### src/rtl/fetch_stage.sv
`default_nettype none
// ============================================================================
// Module   : fetch_stage
// Brief    : IF-stage front end: PC, imem address, IF/ID register, redirect
//            and stall/flush handling, HALT trap on out-of-range fetches.
//            Optional macro FETCH_PERF_CNT_EN adds fetch/bubble counters.
// Revision : 1.0 - initial release
// ============================================================================
module fetch_stage #(
    parameter logic [31:0] RESET_PC   = 32'h0000_0000,
    parameter int          IMEM_WORDS = 10,
    parameter logic [31:0] NOP_INSTR  = 32'h0000_0013
) (
    input  logic        clk,
    input  logic        rst,
    input  logic        stall_f,
    input  logic        stall_d,
    input  logic        flush_d,
    input  logic        redirect_valid,
    input  logic [31:0] redirect_pc,
    input  logic [31:0] Inst,
    output logic [31:0] Addr,
    output logic [31:0] instr_d,
    output logic [31:0] pc_d,
    output logic [31:0] pc_plus4_d,
    output logic        valid_d,
    output logic        misalign_err,
    output logic        halted
`ifdef FETCH_PERF_CNT_EN
    ,
    output logic [31:0] fetch_cnt,
    output logic [31:0] bubble_cnt
`endif
);

    // Limit is kept 34 bits wide so a memory covering the full 4 GiB space
    // still compares correctly against a 32-bit PC.
    localparam logic [33:0] c_pc_limit = 34'(IMEM_WORDS) * 34'd4;

    typedef enum logic [0:0] {
        ST_RUN  = 1'b0,
        ST_HALT = 1'b1
    } state_t;

    state_t      r_state;
    logic [31:0] r_pc;
    logic        r_halted;
    logic        r_misalign;
    logic [31:0] r_instr_d;
    logic [31:0] r_pc_d;
    logic [31:0] r_pc_plus4_d;
    logic        r_valid_d;

    logic        w_in_range;
    logic [31:0] w_pc_plus4;
    logic [31:0] w_redirect_tgt;
    logic        w_load;

    assign w_in_range     = ({2'b00, r_pc} < c_pc_limit);
    assign w_pc_plus4     = r_pc + 32'd4;
    assign w_redirect_tgt = {redirect_pc[31:2], 2'b00};
    assign w_load         = (r_state == ST_RUN) && w_in_range && !redirect_valid;

    // PC / HALT controller; redirect always wins, even over stall_f
    always_ff @(posedge clk or posedge rst) begin
        if (rst) begin
            r_state    <= ST_RUN;
            r_pc       <= RESET_PC;
            r_halted   <= 1'b0;
            r_misalign <= 1'b0;
        end else begin
            r_misalign <= redirect_valid && (redirect_pc[1:0] != 2'b00);
            case (r_state)
                ST_RUN: begin
                    if (redirect_valid) begin
                        r_pc <= w_redirect_tgt;
                    end else if (stall_f) begin
                        r_pc <= r_pc;
                    end else if (!w_in_range) begin
                        r_state  <= ST_HALT;
                        r_halted <= 1'b1;
                    end else begin
                        r_pc <= w_pc_plus4;
                    end
                end
                ST_HALT: begin
                    if (redirect_valid) begin
                        r_pc     <= w_redirect_tgt;
                        r_state  <= ST_RUN;
                        r_halted <= 1'b0;
                    end
                end
                default: begin
                    r_state  <= ST_RUN;
                    r_halted <= 1'b0;
                end
            endcase
        end
    end

    // IF/ID register: flush > stall_d > fetch > bubble
    always_ff @(posedge clk or posedge rst) begin
        if (rst) begin
            r_instr_d    <= NOP_INSTR;
            r_pc_d       <= 32'd0;
            r_pc_plus4_d <= 32'd0;
            r_valid_d    <= 1'b0;
        end else if (flush_d) begin
            r_instr_d    <= NOP_INSTR;
            r_pc_d       <= r_pc;
            r_pc_plus4_d <= w_pc_plus4;
            r_valid_d    <= 1'b0;
        end else if (!stall_d) begin
            r_instr_d    <= w_load ? Inst : NOP_INSTR;
            r_pc_d       <= r_pc;
            r_pc_plus4_d <= w_pc_plus4;
            r_valid_d    <= w_load;
        end
    end

`ifdef FETCH_PERF_CNT_EN
    logic [31:0] r_fetch_cnt;
    logic [31:0] r_bubble_cnt;
    logic        w_fetch_evt;
    logic        w_bubble_evt;

    assign w_fetch_evt  = !flush_d && !stall_d && w_load;
    assign w_bubble_evt = flush_d || (!stall_d && !w_load);

    always_ff @(posedge clk or posedge rst) begin
        if (rst) begin
            r_fetch_cnt  <= 32'd0;
            r_bubble_cnt <= 32'd0;
        end else begin
            if (w_fetch_evt) begin
                r_fetch_cnt <= r_fetch_cnt + 32'd1;
            end
            if (w_bubble_evt) begin
                r_bubble_cnt <= r_bubble_cnt + 32'd1;
            end
        end
    end

    assign fetch_cnt  = r_fetch_cnt;
    assign bubble_cnt = r_bubble_cnt;
`endif

    assign Addr         = r_pc;
    assign instr_d      = r_instr_d;
    assign pc_d         = r_pc_d;
    assign pc_plus4_d   = r_pc_plus4_d;
    assign valid_d      = r_valid_d;
    assign misalign_err = r_misalign;
    assign halted       = r_halted;

endmodule
`default_nettype wire

### config.mk
export PLATFORM = sky130hd
export DESIGN_NAME = fetch_stage
export DESIGN_NICKNAME = d
export VERILOG_FILES = /design/src/rtl/fetch_stage.sv
export SDC_FILE = /design/constraint.sdc
export NUM_CORES = 1
export LEC_CHECK = 0
export BUFFER_PORTS_ARGS = -buffer_cell sky130_fd_sc_hd__buf_2
export CAP_MARGIN = 20
export CORE_MARGIN = 4
export CORE_UTILIZATION = 40
export CTS_CLUSTER_SIZE = 10
export DETAILED_ROUTE_END_ITERATION = 10
export HOLD_SLACK_MARGIN = 0.1
export PLACE_DENSITY = 0.75
export SLEW_MARGIN = 20
export SYNTH_ARGS = -nofsm -noshare
export SYNTH_HDL_FRONTEND = slang
export SYNTH_SLANG_ARGS = --single-unit
### constraint.sdc
create_clock -name clk -period 3.45 [get_ports clk]
set_input_delay 0 -clock clk [delete_from_list [all_inputs] [get_ports clk]]
set_output_delay 0 -clock clk [all_outputs]
set_load 0.005 [all_outputs]
==> results.txt <==
The run finished with clean final reports. The post-route core utilization came out at 58.73%. On the final layout, the worst clock skew is 4.916 ps. The count of state elements after synthesis is 126. The full die area came out at 0.01547 sq mm. Of the cells placed in the final design, the portion with a size suffix greater than 1 is 34.10%. Of the available clock period, the critical path in the final layout requires 66.34%. Summing every instance area after synthesis gives 0.005418 sq mm. The number of enable-type register cells in the synthesized netlist came out at 0. The detailed-routing iteration count for the pre-antenna-repair pass is 5.

Across the VDD grid, the largest voltage drop is 328.3 uV. The die extent in y came out at 124.4 microns. The number of global-route vias before repair is 5,129. The average instance in the mapped netlist occupies 10.48 sq um. The clock tree buffer depth is 2. In this run the standard cell core region covers 0.01324 sq mm. The number of clock buffers inserted by TritonCTS came out at 17.

For hold timing, the worst endpoint is pc_d[12]. The setup check on the worst reg-to-reg path leaves a slack of 1160 ps. The detailed router placed 5,035 vias in this run. The worst register-to-register path begins at Addr[7].

The root cell of the clock tree is sky130_fd_sc_hd__clkbuf_16. The storage element area is 0.003157 sq mm. The final global-route overflow total is 0.

The area growth from synthesis to layout is 43.56%. The worst endpoint data arrival time came out at 2620 ps. The pin slew with the least headroom to its limit is 1098 ps.

Power spread over the standard cell area amounts to 535.9 mW/mm^2. In this design, the critical path's most frequently occurring cell is sky130_fd_sc_hd__or4_1. The cell family contributing the most delay on the critical path is simple AND/OR/NAND/NOR gates.

TritonCTS built the clock tree. The total number of placement rows came out at 42. The most critical setup path has its startpoint at Addr[7]. The count of port buffers added during placement is 194. The number of maximum-capacitance constraint violations is 0. The number of primary I/O pins came out at 201. The detailed router finished its first iteration with 352 violations. The share of synthesized flip-flops with an asynchronous set or reset came out at 100.0%. The multi-input combinational cell area is 0.002026 sq mm.

STA classifies the critical path startpoint as a register. In the routed design, unresolved DRC markers number 0. The post-cts repair resize count came out at 0. Clock latency on the worst-skew pair, taken at its later pin, is 420 ps.

The final max-slew violation count was 0. The number of instances on the worst hold path is 4. The biggest fanout along the worst timing path came out at 10. The number of diodes added for antenna fixing is 0.

The initial antenna violation count came out at 0. The effective utilization at floorplan is 40.91%. The number of levels in the clock H-tree is 4.

The relative max-transition margin is 26.83%. In this run the most critical hold path is launched from stall_d. By area the synthesized netlist is led by sky130_fd_sc_hd__dfrtp_1 (57%), sky130_fd_sc_hd__nand2_1 (7.4%), sky130_fd_sc_hd__a22o_1 (4.7%), sky130_fd_sc_hd__mux2_2 (4.6%), sky130_fd_sc_hd__o21ai_0 (2.9%).

The path class of the tightest hold or removal check is in2reg. The worst-case reg-to-reg path depth is 4. The critical path in this run is classified as reg2reg. The first-pass GRT wire length came out at 27.34 mm. The post-detailed-route via-to-cell ratio came out at 5.267. The share of Yosys cell area claimed by the top area cell type is 56.81%. The final weighted congestion in routability-driven placement came out at 0.8262. The count of clock tree sinks is 126. The destination of the worst register-to-register timing path is pc_plus4_d[23].

The critical path capture point type is a register. Yosys printed 0 warnings. The maximum number of pins on one net before global-route repair came out at 52.

The sequential share of the synthesized area is 58.27%. For this design, the slowest cell found on the critical path is sky130_fd_sc_hd__or4_1. The synthesized netlist cell count came out at 517. The critical path's largest stage delay is 710 ps. The fmax is 436.9 MHz.

The placed wire-length estimate is 11.16 mm. The minimum clock period after layout came out at 2289 ps. The hold violation count in the final report is 0. Setup violations remaining at the end of the flow were counted as 0.

The number of setup buffers added after CTS is 0. Clock-pin slew was measured on the worst setup and hold paths at 60 ps. The predominant post-synthesis flop cell is sky130_fd_sc_hd__dfrtp_1. The aggregate routed wire length is 16.90 mm. The post-route setup TNS is 0 ps.

Walking the worst path, the cells encountered are nand4_2, or4_1, or4_1, a31oi_1. The routed wirelength normalized by instance count is 17.67 microns. The net count reported at finish is 838. The worst endpoint required time came out at 3780 ps. The die width is 124.4 microns.

The post-synthesis cell type with the largest combined area is sky130_fd_sc_hd__dfrtp_1. The final antenna-violating net count came out at 0. Setup repair after global routing left no endpoint under its margin. The worst hold margin came out at 186.0 ps. The count of buffering cells on the critical path with inverters included came out at 0. The total of fill cells in the finished design is 1,078. The static leakage power is 3.789 nW.

The count of unique library cells instantiated by Yosys came out at 42. The total routing resource utilization after global routing came out at 22.06%.
## report_power, final
group / leakage [nW] / total [mW] / switching [mW] / internal [mW]
Sequential: 1.55 / 1.74 / 0.138 / 1.60
Combinational: 1.94 / 0.520 / 0.263 / 0.257
Clock: 0.298 / 1.90 / 0.678 / 1.23
Total: 3.79 / 4.17 / 1.08 / 3.09
## how the worst max path moves through the flow
stage                                 to  slack [ps]  cells past startpoint
final                     pc_plus4_d[23]        1160                      4
after CTS                 pc_plus4_d[23]        1190                      4
after floorplan                 Addr[10]         100                      1
after global placement    pc_plus4_d[20]        1220                      5
after global routing         instr_d[13]         990                      5
after detailed placement  pc_plus4_d[20]        1200                      5
## sequential cells by signal, indices dropped and copies added, names as in the netlist
signal	cells
Addr	30
r_state	1
pc_d	30
valid_d	1
halted	1
pc_plus4_d	30
misalign_err	1
instr_d	32
## routing by layer
layer	vias up	wire length, microns	GRT usage (%)
li1	2324	-	-
met1	2421	6640	26.21
met2	253	8387	36.99
met3	37	1387	6.647
met4	0	482	9.736
met5	-	0	0
## worst register-to-register path: stages, from the launching register on
cell,delay [ps]
sky130_fd_sc_hd__dfrtp_1,590
sky130_fd_sc_hd__nand4_2,260
sky130_fd_sc_hd__or4_1,710
sky130_fd_sc_hd__or4_1,470
sky130_fd_sc_hd__a31oi_1,180
## Yosys cell counts, types with 10 or more instances
cell type	number
sky130_fd_sc_hd__nor2_1	25
sky130_fd_sc_hd__o21ai_0	31
sky130_fd_sc_hd__or4_1	12
sky130_fd_sc_hd__dfrtp_1	123
sky130_fd_sc_hd__nor4_1	12
sky130_fd_sc_hd__nand4_1	10
sky130_fd_sc_hd__a31oi_1	15
sky130_fd_sc_hd__inv_1	14
sky130_fd_sc_hd__nand3_1	16
sky130_fd_sc_hd__mux2_2	22
sky130_fd_sc_hd__nand2_1	107
sky130_fd_sc_hd__a22o_1	29
sky130_fd_sc_hd__clkbuf_1	19
## per-stage QoR
stage	worst slack [ps]	std cells	cell area, sq um	power [mW]
after floorplan	99.03	522	5436	1.970
after global placement	1217	857	6476	2.208
after detailed placement	1201	857	6476	2.225
after CTS	1185	956	7777	4.202
after global routing	992.5	956	7777	4.332
final	1161	956	7777	4.168
## area by class of cell
| cell class | count | share of cell area [%] |
|---|---|---|
| Sequential cell | 126 | 40.59 |
| Multi-Input combinational cell | 341 | 26.05 |
| Timing Repair Buffer | 267 | 21.69 |
| Clock buffer | 18 | 5.647 |
| Tap cell | 176 | 2.831 |
| Clock inverter | 14 | 2.461 |
| Inverter | 14 | 0.7400 |
## timing repair
action,4_1_cts,5_1_grt
hold endpoints to repair,130,0
endpoints found under the setup margin,0,0
hold buffers,67,0
## cells in the final DEF, fill, tap and decap left out, types with 5 or more instances in the layout
master,netlist,final
sky130_fd_sc_hd__buf_2,8,194
sky130_fd_sc_hd__dfrtp_1,123,123
sky130_fd_sc_hd__nand2_1,107,107
sky130_fd_sc_hd__dlygate4sd3_1,0,67
sky130_fd_sc_hd__o21ai_0,31,31
sky130_fd_sc_hd__a22o_1,29,29
sky130_fd_sc_hd__nor2_1,25,25
sky130_fd_sc_hd__mux2_2,22,22
sky130_fd_sc_hd__clkbuf_16,0,17
sky130_fd_sc_hd__nand3_1,16,16
sky130_fd_sc_hd__a31oi_1,15,15
sky130_fd_sc_hd__inv_1,14,13
sky130_fd_sc_hd__nor4_1,12,12
sky130_fd_sc_hd__or4_1,12,12
sky130_fd_sc_hd__nand4_1,10,10
sky130_fd_sc_hd__o31ai_1,8,8
sky130_fd_sc_hd__xnor2_1,7,7
sky130_fd_sc_hd__or3_1,6,6
sky130_fd_sc_hd__conb_1,1,6
sky130_fd_sc_hd__buf_4,8,6
sky130_fd_sc_hd__a21oi_1,5,5
## kinds of logic (layout without fill, tap and decap cells)
| family | count (synthesis) | in the layout | synth area share [%] |
|---|---|---|---|
| fa+ha+maj | 1 | 1 | 0.2309 |
| simple gates | 202 | 202 | 17.60 |
| compound gates | 99 | 99 | 12.49 |
| buf+inv | 55 | 313 | 4.988 |
| xor+xnor | 11 | 11 | 1.778 |
| mux | 22 | 22 | 4.573 |
| other cells | 1 | 6 | 0.06922 |
| flops | 126 | 126 | 58.27 |
Note: power is estimated with default switching activity, not from simulation.
